## src/rtl/msg_stream_sched_pkg.sv

```systemverilog
// msg_stream_pkg: shared types, message IDs/lengths, select decode and round-robin pick
package msg_stream_pkg;
   typedef enum logic [1:0] {IDLE, STREAM, DONE} state_t;
   typedef logic msg_t;
   localparam msg_t MSG_GUATEMALA = 1'b0;
   localparam msg_t MSG_QQUETZA = 1'b1;
   localparam int LEN_GUATEMALA = 9;
   localparam int LEN_QQUETZA = 7;
   function automatic msg_t msg_decode(input logic [1:0] sel);
      return (sel[1] ^ sel[0]) ? MSG_QQUETZA : MSG_GUATEMALA;
   endfunction
   // Scans farthest-first so the nearest requester after last ends up winning.
   function automatic logic [1:0] rr_pick(input logic [3:0] req, input logic [1:0] last, input int n);
      logic [1:0] pick;
      pick = last;
      for (int i = n; i >= 1; i--) begin
         int c;
         c = (int'(last) + i) % n;
         if (req[c]) pick = 2'(c);
      end
      return pick;
   endfunction
endpackage

```

## src/rtl/msg_stream_sched_if.sv

```systemverilog
// msg_stream_sched_if: request/grant and character stream signals of the sequencer
interface msg_stream_sched_if #(parameter int NUM_REQ = 2);
   logic [NUM_REQ-1:0] req;
   logic [2*NUM_REQ-1:0] msg_sel;
   logic [NUM_REQ-1:0] grant;
   logic [NUM_REQ-1:0] done;
   logic [7:0] char_data;
   logic char_valid;
   logic char_ready;
   logic char_last;
   logic busy;
   modport master (input req, msg_sel, char_ready, output grant, done, char_data, char_valid, char_last, busy);
   modport slave (output req, msg_sel, char_ready, input grant, done, char_data, char_valid, char_last, busy);
endinterface

```

## src/rtl/msg_stream_sched_rom.sv

```systemverilog
// msg_rom: byte and length lookup for the two fixed messages, zero beyond the length
module msg_rom
   import msg_stream_pkg::*;
#(
   parameter int LEN_W = 4
) (
   input  msg_t             msg,
   input  logic [LEN_W-1:0] idx,
   output logic [7:0]       data,
   output logic [LEN_W-1:0] len
);
   localparam logic [7:0] GUAT [16] = '{8'h47, 8'h75, 8'h61, 8'h74, 8'h65, 8'h6D, 8'h61, 8'h6C,
                                        8'h61, 8'h00, 8'h00, 8'h00, 8'h00, 8'h00, 8'h00, 8'h00};
   localparam logic [7:0] QQ [16] = '{8'h51, 8'h51, 8'h75, 8'h65, 8'h74, 8'h7A, 8'h61, 8'h00,
                                      8'h00, 8'h00, 8'h00, 8'h00, 8'h00, 8'h00, 8'h00, 8'h00};
   always_comb begin
      len = (msg == MSG_QQUETZA) ? LEN_W'(LEN_QQUETZA) : LEN_W'(LEN_GUATEMALA);
      data = (idx >= len) ? 8'h00 : (msg == MSG_QQUETZA) ? QQ[4'(idx)] : GUAT[4'(idx)];
   end
endmodule

```

## src/rtl/msg_stream_sched.sv

```systemverilog
// msg_stream_sched: round-robin grant of one requester, then streams its message byte by byte
module msg_stream_sched
   import msg_stream_pkg::*;
#(
   parameter int NUM_REQ = 2,
   parameter int LEN_W = 4
) (
   input logic             clk,
   input logic             reset,
   msg_stream_sched_if.master bus
);
   state_t state;
   msg_t msg;
   logic [LEN_W-1:0] idx, len;
   logic [7:0] rom_data;
   logic [1:0] owner, last_owner, pick;
   logic [NUM_REQ-1:0] grant, done;
   logic valid, busy, last;
   msg_rom #(.LEN_W(LEN_W)) u_rom (.msg(msg), .idx(idx), .data(rom_data), .len(len));
   assign pick = rr_pick(4'(bus.req), last_owner, NUM_REQ);
   assign last = (idx == len - LEN_W'(1));
   // Data and last are gated by valid so an async reset zeroes them with the registers.
   assign bus.char_valid = valid;
   assign bus.char_data = valid ? rom_data : 8'h00;
   assign bus.char_last = valid && last;
   assign bus.grant = grant;
   assign bus.done = done;
   assign bus.busy = busy;
   always_ff @(posedge clk or posedge reset) begin
      if (reset) begin
         state <= IDLE;
         msg <= MSG_GUATEMALA;
         idx <= '0;
         owner <= '0;
         last_owner <= 2'(NUM_REQ - 1);
         grant <= '0;
         done <= '0;
         valid <= 1'b0;
         busy <= 1'b0;
      end else begin
         case (state)
            IDLE: if (|bus.req) begin
               owner <= pick;
               msg <= msg_decode(bus.msg_sel[2*pick +: 2]);
               idx <= '0;
               grant <= NUM_REQ'(1) << pick;
               valid <= 1'b1;
               busy <= 1'b1;
               state <= STREAM;
            end
            STREAM: if (bus.char_ready) begin
               if (last) begin
                  state <= DONE;
                  last_owner <= owner;
                  grant <= '0;
                  valid <= 1'b0;
                  done <= NUM_REQ'(1) << owner;
               end else begin
                  idx <= idx + LEN_W'(1);
               end
            end
            DONE: begin
               done <= '0;
               busy <= 1'b0;
               state <= IDLE;
            end
            default: state <= IDLE;
         endcase
      end
   end
endmodule

```

## src/flat_wrapper.sv

```systemverilog
// flat-port wrapper written by rule: the top's interface ports become plain ports
module msg_stream_sched_flat import msg_stream_pkg::*;
#(
   parameter int NUM_REQ = 2,
   parameter int LEN_W = 4
)
  (clk, reset, bus_req, bus_msg_sel, bus_char_ready, bus_grant, bus_done, bus_char_data, bus_char_valid, bus_char_last, bus_busy);
  msg_stream_sched_if #(.NUM_REQ(NUM_REQ)) bus_i ();
  input logic clk;
  input logic reset;
  input wire logic [$bits(bus_i.req)-1:0] bus_req;
  input wire logic [$bits(bus_i.msg_sel)-1:0] bus_msg_sel;
  input wire logic [$bits(bus_i.char_ready)-1:0] bus_char_ready;
  output wire logic [$bits(bus_i.grant)-1:0] bus_grant;
  output wire logic [$bits(bus_i.done)-1:0] bus_done;
  output wire logic [$bits(bus_i.char_data)-1:0] bus_char_data;
  output wire logic [$bits(bus_i.char_valid)-1:0] bus_char_valid;
  output wire logic [$bits(bus_i.char_last)-1:0] bus_char_last;
  output wire logic [$bits(bus_i.busy)-1:0] bus_busy;
  assign bus_i.req = bus_req;
  assign bus_i.msg_sel = bus_msg_sel;
  assign bus_i.char_ready = bus_char_ready;
  assign bus_grant = bus_i.grant;
  assign bus_done = bus_i.done;
  assign bus_char_data = bus_i.char_data;
  assign bus_char_valid = bus_i.char_valid;
  assign bus_char_last = bus_i.char_last;
  assign bus_busy = bus_i.busy;
  msg_stream_sched #(.NUM_REQ(NUM_REQ), .LEN_W(LEN_W)) u_core (.clk(clk), .reset(reset), .bus(bus_i));
endmodule
```

## config.mk

```make
export PLATFORM = sky130hd
export DESIGN_NAME = msg_stream_sched_flat
export DESIGN_NICKNAME = d
export VERILOG_FILES = /design/src/rtl/msg_stream_sched_pkg.sv /design/src/rtl/msg_stream_sched_if.sv /design/src/rtl/msg_stream_sched_rom.sv /design/src/rtl/msg_stream_sched.sv /design/src/flat_wrapper.sv
export SDC_FILE = /design/constraint.sdc
export NUM_CORES = 1
export LEC_CHECK = 0
export CAP_MARGIN = 10
export CORE_MARGIN = 10
export CORE_UTILIZATION = 40
export DETAILED_ROUTE_END_ITERATION = 7
export GPL_TIMING_DRIVEN = 0
export PLACE_DENSITY = 0.65
export REMOVE_ABC_BUFFERS = 1
export SYNTH_ARGS = -nofsm -noshare
export SYNTH_HDL_FRONTEND = slang
export SYNTH_SLANG_ARGS = --single-unit
```

## constraint.sdc

```tcl
create_clock -name clk -period 3.1 [get_ports clk]
set_input_delay 0.93 -clock clk [delete_from_list [all_inputs] [get_ports clk]]
set_output_delay 0.93 -clock clk [all_outputs]
set_load 0.01 [all_outputs]
```

==> qor.yml <==
status: "completed"
fin_cells: 189
initial_core_util: 0.413
dr.pass1.iters: 4
ys.flop_type: "dfrtp_1"
avgSynthCellArea_um2: 8.74
synthCells: 128
async_flop_share: 1.00
slowest_stage: "dfrtp_2"
path_buf_inv: 2
maxCapViolCount: 0
cts_tree: "done"
fillCellCount: 256
dp_hpwl_um: 1960
post-place-ws_ns: -0.610
seq_area_frac_synth: 0.359
worstReg2RegStart: "u_core.msg$_DFFE_PP0P_"
place_congestion: 0.795
final-setup-viol-count: 0
tightest_slew_ns: 0.929
htree_levels: 1
yosys_warnings: 0
crit_arrival_ns: 2.17
path_clk_slew_ns: 0.09
ir_drop_mv: 0.858
syn_to_final_growth_pct: 37.0
port_buffers: 22
overflow: 0
routedWlPerCell_um: 14.6
hold_viol: 0
crit_chain: "inv_4, ha_4, and3_4, a211oi_4, nand2_2, a2111oi_2, buf_2"
end_kind: "output port"
final.setup.worst_slack_ns: 0.00451
crit_type: "flip-flop to output port"
synth_edf_count: 0
synth_seq_cells: 16
period_share: 0.999
clock_latency_ns: 0.28
period_needed_ns: 3.10
synth_cell_type_count: 41
core_mm2: 0.00271
drt_iter0_drc: 56
vias: 1038
timing.fmax_mhz: 323
finalMaxSlewViolations: 0
cp-start-kind: "flip-flop"
cpPeakStageDelay_ns: 0.47
grt_pass1_wl_um: 4930
rsz0062_at_grt: "true"
grt_max_degree: 17
cts_sinks: 16
nets: 178
utilization: 0.566
cp.required_ns: 2.17
powerDensity_mw_per_mm2: 1080
die-area_mm2: 0.00531
antenna_found_initial: 0
min_from: "u_core.owner[1]$_DFFE_PP0P_"
grt_use_total: 0.110
antenna_cells: 0
cpLargestDelayFamily: "compound AO/OA/AOI/OAI gates"
postCtsHoldBufs: 0
pin_count: 24
grt_pass1_vias: 1127
drc_errors: 0
worstSetupStartpoint: "u_core.msg$_DFFE_PP0P_"
drtAntennaViolNets: 0
routed_wl_um: 2770
critPathMaxFanout: 5
fin_setup_tns_ns: 0
dp_cells: 175
multi_input_area_um2: 724
cts_buffer_depth: 2
p_leak_nw: 0.689
fin_skew_ns: 0.00570
slew_headroom: 0.377
layout-drive-gt1-share: 0.278
rows: 19
holdWs_ns: 0.494
cts_root_buf: "clkbuf_4"
syn-cell-area_mm2: 0.00112
fp.dieH_um: 72.9
cts-buffers-inserted: 3
viasPerCell: 5.49
seq_area_um2: 408
dieWidth_um: 72.9
min_path_type: "flip-flop to flip-flop"
==> routing by layer <==
metal	part of all wire	global-route usage	vias up
li1	-	-	516
met1	0.45	0.126	484
met2	0.47	0.186	27
met3	0.046	0.0354	11
met4	0.027	0.0422	0
met5	0	0	-
==> cells by family after synthesis <==
logic type,share of synthesized area
flops,0.359
mux,0.0313
buf+inv,0.0716
simple gates,0.191
other cells,0.00335
compound gates,0.208
fa+ha+maj,0.112
xor+xnor,0.0235
==> area by class of cell <==
type                            count  share of cell area
Tap cell                           31              0.0253
Inverter                           12              0.0310
Clock buffer                        4              0.0237
Multi-Input combinational cell     94               0.473
Sequential cell                    16               0.266
Timing Repair Buffer               32               0.181
==> power by group <==
group,total (mW),switching [mW],internal (mW)
Combinational,1.13,0.574,0.553
Sequential,0.391,0.0955,0.295
Clock,0.135,0.0631,0.0715
==> worst register-to-register path: cells and delay by family, from the launching register on <==
kind | cells | cell delay (ns)
buffers and inverters | 1 | 0.08
and+or+nand+nor | 2 | 0.42
adders and majority gates | 1 | 0.28
DFF | 1 | 0.44
AOI/OAI and AO/OA | 2 | 0.45
==> per-stage QoR <==
stage | power (mW) | cell area (µm²)
2_1_floorplan | 0.948 | 1080
3_3_place_gp | 1.32 | 1340
3_5_place_dp | 1.35 | 1340
4_1_cts | 1.52 | 1430
5_1_grt | 1.82 | 1530
6_report | 1.65 | 1530
==> state kept, by name, indices dropped and copies added (netlist names) <==
register and cells:
u_core.idx 4, u_core.bus.done 2, u_core.bus.grant 2, u_core.owner 2, u_core.state 2, u_core.bus.busy 1
u_core.bus.char_valid 1, u_core.last_owner 1, u_core.msg 1
==> timing repair <==
| action | 4_1_cts | 5_1_grt |
|---|---|---|
| setup buffers | 7 | 3 |
| gates resized for setup | 25 | 18 |
| setup endpoints to repair | 8 | 6 |
| pin swaps | 2 | 5 |
==> cells in the final DEF, fill, tap and decap left out, types with 4 or more instances in the layout <==
master,n
ha_1,5
a31oi_1,6
o21ai_1,7
dfrtp_2,5
nor2_1,9
clkdlybuf4s50_1,14
inv_1,10
nand3_1,7
ha_4,4
buf_4,8
dfrtp_1,10
nand2_1,14
==> synth_stat cells, types with 3 or more instances <==
cell,number,area (µm²)
nand2_1,15,56.3
nor2_1,9,33.8
a31oi_1,6,37.5
clkbuf_1,3,11.3
nand2b_1,3,18.8
dfrtp_1,15,375
nand3_1,7,35.0
o21ai_1,7,35.0
inv_1,11,41.3
o22ai_1,3,18.8
ha_1,10,125
nor3_1,3,15.0
==> final timing paths <==
check                           cells after the start                             end  slack, ns
worst max register to register                      6  u_core.bus.done[0]$_DFFE_PP0P_       1.38
worst max-delay path                                7                bus_char_data[2]      0.005
max in group asynchronous                           2          u_core.msg$_DFFE_PP0P_       1.67
worst min-delay path                                1     u_core.owner[1]$_DFFE_PP0P_       0.49
worst min register to register                      1     u_core.owner[1]$_DFFE_PP0P_       0.49
min in group asynchronous                           2     u_core.owner[0]$_DFFE_PP0P_       1.00
(Power assumes the default switching activity.)
